--- config.mk ---
export PLATFORM = sky130hd
export DESIGN_NAME = rd_port_arbiter
export DESIGN_NICKNAME = d
export VERILOG_FILES = /design/src/rtl/rd_port_arbiter.sv
export SDC_FILE = /design/constraint.sdc
export NUM_CORES = 1
export LEC_CHECK = 0
export ABC_AREA = 1
export ABC_CLOCK_PERIOD_IN_PS = 3800
export CELL_PAD_IN_SITES_DETAIL_PLACEMENT = 0
export CELL_PAD_IN_SITES_GLOBAL_PLACEMENT = 2
export CORE_MARGIN = 8
export CORE_UTILIZATION = 28
export DETAILED_ROUTE_END_ITERATION = 12
export PLACE_DENSITY = 0.94
export SLEW_MARGIN = 20
export SYNTH_ARGS = -nofsm -noshare
export SYNTH_HDL_FRONTEND = slang
export SYNTH_SLANG_ARGS = --single-unit
--- constraint.sdc ---
create_clock -name clk -period 3.8 [get_ports clk]
set_input_delay 0.76 -clock clk [delete_from_list [all_inputs] [get_ports clk]]
set_output_delay 0.76 -clock clk [all_outputs]
set_load 0.005 [all_outputs]
--- src/rtl/rd_port_arbiter.sv ---
// Round-robin controller sharing one synchronous memory read port between
// requesters A and B, with one access in flight and a fixed read latency RD_LAT.
module rd_port_arbiter #(
    parameter int ADDR_W = 8,
    parameter int DATA_W = 8,
    parameter int RD_LAT = 1
) (
    input  logic              clk,
    input  logic              rst_n,
    input  logic              a_req,
    input  logic [ADDR_W-1:0] a_addr,
    output logic              a_gnt,
    output logic              a_vld,
    output logic [DATA_W-1:0] a_data,
    input  logic              b_req,
    input  logic [ADDR_W-1:0] b_addr,
    output logic              b_gnt,
    output logic              b_vld,
    output logic [DATA_W-1:0] b_data,
    output logic              mem_re,
    output logic [ADDR_W-1:0] mem_addr,
    input  logic [DATA_W-1:0] mem_rdata
);

    localparam logic [1:0] LAT_LOAD = 2'(RD_LAT - 1);
    localparam logic       OWN_A    = 1'b0;
    localparam logic       OWN_B    = 1'b1;

    typedef enum logic [1:0] {
        ST_IDLE  = 2'd0,
        ST_ISSUE = 2'd1,
        ST_WAIT  = 2'd2,
        ST_RET   = 2'd3
    } state_e;

    state_e            state_q, state_d;
    logic              owner_q, owner_d;
    logic              last_owner_q, last_owner_d;
    logic              winner_s;
    logic [1:0]        lat_cnt_q, lat_cnt_d;
    logic [ADDR_W-1:0] mem_addr_q, mem_addr_d;
    logic [DATA_W-1:0] a_data_q, a_data_d;
    logic [DATA_W-1:0] b_data_q, b_data_d;
    logic              a_gnt_q, a_gnt_d, b_gnt_q, b_gnt_d;
    logic              a_vld_q, a_vld_d, b_vld_q, b_vld_d;
    logic              mem_re_q, mem_re_d;

    // Winner selection: a lone requester wins, a tie goes to whoever was not served last.
    always_comb begin
        winner_s = OWN_A;
        if (a_req && b_req) begin
            winner_s = ~last_owner_q;
        end else if (b_req) begin
            winner_s = OWN_B;
        end else begin
            winner_s = OWN_A;
        end
    end

    // Next-state and registered-output decode for the access sequence.
    always_comb begin
        state_d      = state_q;
        owner_d      = owner_q;
        last_owner_d = last_owner_q;
        lat_cnt_d    = lat_cnt_q;
        mem_addr_d   = mem_addr_q;
        a_data_d     = a_data_q;
        b_data_d     = b_data_q;
        a_gnt_d      = 1'b0;
        b_gnt_d      = 1'b0;
        a_vld_d      = 1'b0;
        b_vld_d      = 1'b0;
        mem_re_d     = 1'b0;
        case (state_q)
            ST_IDLE: begin
                if (a_req || b_req) begin
                    owner_d    = winner_s;
                    mem_addr_d = (winner_s == OWN_B) ? b_addr : a_addr;
                    a_gnt_d    = (winner_s == OWN_A);
                    b_gnt_d    = (winner_s == OWN_B);
                    mem_re_d   = 1'b1;
                    state_d    = ST_ISSUE;
                end else begin
                    state_d = ST_IDLE;
                end
            end
            ST_ISSUE: begin
                lat_cnt_d = LAT_LOAD;
                state_d   = ST_WAIT;
            end
            ST_WAIT: begin
                if (lat_cnt_q == 2'd0) begin
                    // Data is steered straight into the owner's port register so
                    // the other requester's last result stays untouched.
                    if (owner_q == OWN_B) begin
                        b_data_d = mem_rdata;
                        b_vld_d  = 1'b1;
                    end else begin
                        a_data_d = mem_rdata;
                        a_vld_d  = 1'b1;
                    end
                    state_d = ST_RET;
                end else begin
                    lat_cnt_d = lat_cnt_q - 2'd1;
                end
            end
            ST_RET: begin
                last_owner_d = owner_q;
                state_d      = ST_IDLE;
            end
            default: begin
                state_d = ST_IDLE;
            end
        endcase
    end

    // State and output registers; reset drops any in-flight access.
    always_ff @(posedge clk or negedge rst_n) begin
        if (!rst_n) begin
            state_q      <= ST_IDLE;
            owner_q      <= OWN_A;
            last_owner_q <= OWN_B;
            lat_cnt_q    <= 2'd0;
            mem_addr_q   <= '0;
            a_data_q     <= '0;
            b_data_q     <= '0;
            a_gnt_q      <= 1'b0;
            b_gnt_q      <= 1'b0;
            a_vld_q      <= 1'b0;
            b_vld_q      <= 1'b0;
            mem_re_q     <= 1'b0;
        end else begin
            state_q      <= state_d;
            owner_q      <= owner_d;
            last_owner_q <= last_owner_d;
            lat_cnt_q    <= lat_cnt_d;
            mem_addr_q   <= mem_addr_d;
            a_data_q     <= a_data_d;
            b_data_q     <= b_data_d;
            a_gnt_q      <= a_gnt_d;
            b_gnt_q      <= b_gnt_d;
            a_vld_q      <= a_vld_d;
            b_vld_q      <= b_vld_d;
            mem_re_q     <= mem_re_d;
        end
    end

    assign a_gnt    = a_gnt_q;
    assign b_gnt    = b_gnt_q;
    assign a_vld    = a_vld_q;
    assign b_vld    = b_vld_q;
    assign a_data   = a_data_q;
    assign b_data   = b_data_q;
    assign mem_re   = mem_re_q;
    assign mem_addr = mem_addr_q;

endmodule

==> Word-level counts from Yosys, hierarchy flattened <==
Index checks and enable logic that the tools add are counted.
W data, S select, Z words.
{ "word_totals": {"regBits": 35, "elab_cells": 50} }
{ "op_classes": {"add_sub_neg": 1, "eq_ne": 5, "muxes": 20, "bitwise_logic": 3, "n_reduce_logical": 9} }
{ "ops": {"columns": ["operator", "n"], "rows": [
  ["$mux W1", 15],
  ["$mux W8", 1],
  ["$pmux W2 S4", 1],
  ["$reduce_and A3 Y1", 2],
  ["$eq A2 B2 Y1 const B", 2],
  ["$logic_not A2 Y1", 2],
  ["$mux W2", 2],
  ["$ne A2 B2 Y1 const B", 2],
  ["$pmux W2 S2", 1],
  ["$reduce_and A2 Y1", 2],
  ["$not A1 Y1", 3],
  ["$eq A2 B1 Y1 const B", 1],
  ["$reduce_bool A2 Y1", 1],
  ["$sub A2 B1 Y2 const B", 1],
  ["$logic_and A1 B1 Y1", 1],
  ["$logic_or A1 B1 Y1", 1]
]} }

==> Depth between registers and ports, before layout <==
{ "logic_depth": {"depth_word": 5, "ltp_mapped": 6, "ltp_nobuf": 6} }

==> Least setup slack after synthesis <==
OpenSTA, ideal clock, no wires.
{ "synth_timing": {"path_kind": "reg2reg", "startpoint": "reg state_q[0]", "endpoint": "reg a_data_q[6], in the netlist a_data[6]", "arrival_time_ns": 1.194, "required_ns": 3.682, "path_slack_ns": 2.488, "stages_incl_launch_ff": 7, "path_buffers": 1, "period_less_slack_ns": 1.312, "cell_sequence": "dfrtp_1 inv_1 ha_1 nand3_4 buf_6 nand2_1 o21ai_2"} }
{ "synth_via": {"elab_chain_len": 2} }
{ "synth_lines": {"columns": ["item", "line", "text"], "rows": [
  ["start, declared", "36", "state_e state_q, state_d;"],
  ["start signal, assigned", "133", "state_q <= state_d;"],
  ["$eq A2 B2 Y1", "74", "case (state_q)"],
  ["$reduce_and A3 Y1 (no line)", null, null],
  ["end signal, assigned", "138", "a_data_q <= a_data_d;"],
  ["end, declared", "42", "logic [DATA_W-1:0] a_data_q, a_data_d;"]
]} }
Every way passes these cells.
A chain may end at the register's enable or synchronous reset.

==> Final worst setup path <==
{ "layout_timing": {"startpoint": "in b_req", "endpoint": "reg mem_addr_q[4], in the netlist mem_addr[4]"} }
{ "layout_via": {"elab_chain_len": 3} }
{ "layout_lines": {"columns": ["item", "line", "text"], "rows": [
  ["start, declared", "15", "input logic b_req,"],
  ["$mux W1 or $logic_and A1 B1 Y1 (tied branches)", "53, 51", null],
  ["$mux W1", "51", "if (a_req && b_req) begin"],
  ["$mux W8", "78", "mem_addr_d = (winner_s == OWN_B) ? b_addr : a_addr;"],
  ["end signal, assigned", "137", "mem_addr_q <= mem_addr_d;"],
  ["end, declared", "41", "logic [ADDR_W-1:0] mem_addr_q, mem_addr_d;"]
]} }
Parallel ways exist; a longest one is shown, timed or not.

==> flow_summary.ini <==
[setup_path]
cp-end-kind = flop
critical_path_class = in -> reg
path_max_fanout = 12
reg2reg_from = state_q[0]$_DFFE_PN0P_
rrSetupSlack_ns = 2.36
worstReg2RegEnd = b_data[2]$_DFFE_PN0P_
start_kind = input pin
ff2ff_path_depth = 5
cp.arrival_ns = 2.23
crit_required_ns = 4.02

[timing]
period_needed_ns = 2.01
worstMarginPinSlew_ns = 0.786
setup_tns_ns = 0
final.setup_skew_ns = 0.00527
slew_viol_final = 0
rsz0062_at_grt = no
fmax_mhz = 498
slew-limit-headroom = 0.476
finalCritPeriodShare = 0.529
hold_viol = 0
setup_violations = 0

[finish]
multi_input_area_sq_um = 594
drive_above_1_share = 0.139
nNetsFinal = 270
final_cell_mix = 55 x clkdlybuf4s50_1, 46 x nand2_1, 35 x inv_1
diodes = 0
fill_cells = 594
final_common_cell = clkdlybuf4s50_1
ff_latch_area_sq_um = 877
area_growth_pct = 45.1

[logic_synthesis]
syn-cell-area_sq_mm = 0.00163
ys_seq_elements = 35
synthCells = 176
synth_warnings = 0
yosysUniqueCellTypes = 17
syn_avg_cell_area_sq_um = 9.28
synth_seq_area_share = 0.537
synth_nets = 210

[floorplan]
die_h_um = 92.4
placementRows = 28
core_sq_mm = 0.00578
start_util = 0.282
die_w_um = 92.4
die-area_sq_mm = 0.00853
pin_count = 57

[worst_hold_path]
hold_path.class = reg -> reg
whs_endpoint = a_data[4]$_DFFE_PN0P_
worstHoldStart = a_data[4]$_DFFE_PN0P_
whs_path_depth = 2

[drt]
viasPerCell = 4.10
first_pass_iters = 4
routed_wl_mm = 3.79
drt-initial-drc-count = 37
drc = 0
antenna_left = 0
vias = 1279
wl_per_cell_um = 12.1

[cts]
clk_pin_slew_ns = 0.07
post_cts_resized = 0
cts_made_buffers = 5
holdBufCountCts = 0
cts.sinks = 35
clockRootBuffer = clkbuf_8
htreeDepth = 2
cts_tree = yes
cts.path.max_buffers = 2
worstSkewPairLatency_ns = 0.28
postCtsSetupRepairBufs = 0

[global_route]
grt_pass1_vias = 1428
grt_antenna_before_repair = 0
grt-ovfl-total = 0
grt.total_usage = 0.0959
grt_first_pass_wirelength_mm = 6.71
grt_max_degree = 36

[place]
port_buffers = 56
hpwl_mm = 2.81
place.gp.congestion = 0.735

[power_and_ir_drop]
p_total_w = 0.00177
cellPowerDensity_mw_per_mm2 = 745
leakagePower_nw = 1.18
max-vdd-ir-drop_v = 0.000255

[job]
maxCapViolCount = 0

[outcome]
status = finished clean
layout make-up:
class,instances,share of cell area
well taps,75,0.0396
repair buffers,56,0.234
flip-flops and latches,35,0.370
inverters,35,0.0554
clock buffers,6,0.0348
clock inverters,2,0.0148
multi-input cells,103,0.251
registers in the layout (all words and copies together) (netlist names):
signal,cells
a_data,8
b_data,8
mem_addr,8
lat_cnt_q,2
state_q,2
a_gnt,1
a_vld,1
b_gnt,1
b_vld,1
last_owner_q,1
mem_re,1
owner_q,1
how the worst max path moves through the flow:
stage / from / endpoint / slack [ns]
2_1_floorplan: state_q[0]$_DFFE_PN0P_ / a_data[6]$_DFFE_PN0P_ / 2.49
3_3_place_gp: b_req / mem_addr[7]$_DFFE_PN0P_ / 1.55
3_5_place_dp: b_req / mem_addr[4]$_DFFE_PN0P_ / 1.51
4_1_cts: b_req / mem_addr[4]$_DFFE_PN0P_ / 1.82
5_1_grt: b_req / mem_addr[4]$_DFFE_PN0P_ / 1.60
6_report: b_req / mem_addr[4]$_DFFE_PN0P_ / 1.79
cell families (layout without fill, tap and decap cells):
kind of cell,Yosys count,after routing,synth area share
AOI/OAI and AO/OA,24,24,0.113
adders and majority gates,6,6,0.0460
buffers and inverters,38,99,0.0989
DFF,35,35,0.537
and+or+nand+nor,73,73,0.205
Yosys cell counts:
cell | number | area [sq um]
nor2_2 | 1 | 6.26
nand2_2 | 3 | 18.8
o22ai_1 | 1 | 6.26
inv_1 | 35 | 131
a21oi_1 | 2 | 10.0
ha_1 | 6 | 75.1
dfrtp_1 | 34 | 851
dfstp_2 | 1 | 26.3
nor2_1 | 3 | 11.3
nand2_1 | 46 | 173
o21ai_0 | 3 | 15.0
buf_6 | 2 | 22.5
buf_4 | 1 | 7.51
o21ai_2 | 17 | 149
o21ai_1 | 1 | 5.00
nand3_4 | 2 | 35.0
nand3_1 | 18 | 90.1
worst max-delay path: stages:
cell	delay, ns
clkdlybuf4s50_1	0.75
nor2_1	0.14
nor2_2	0.37
nand3_1	0.12
nand2_1	0.09
through the flow:
step	hold WS (ns)	setup WS (ns)	instance area, sq um	utilization	instances
2_1_floorplan	0.464	2.49	1630	-	176
3_3_place_gp	0.466	1.55	2250	0.390	304
3_5_place_dp	0.469	1.51	2250	0.390	304
4_1_cts	0.487	1.82	2370	0.410	312
5_1_grt	0.503	1.60	2370	0.410	312
6_report	0.483	1.79	2370	0.410	312
power by group:
| part | switching (W) | total [W] | internal, W |
|---|---|---|---|
| registers | 0.0000947 | 0.000642 | 0.000547 |
| clock network | 0.000131 | 0.000343 | 0.000212 |
| logic | 0.000360 | 0.000782 | 0.000421 |
layer usage:
layer  part of all wire  track usage  vias up
met4             0.0032       0.0282        0
met5                  0            0        -
met2               0.42        0.144       50
li1                   -            -      657
met3               0.13       0.0502        2
met1               0.45        0.117      570
Power figures use the tool's default switching activity.
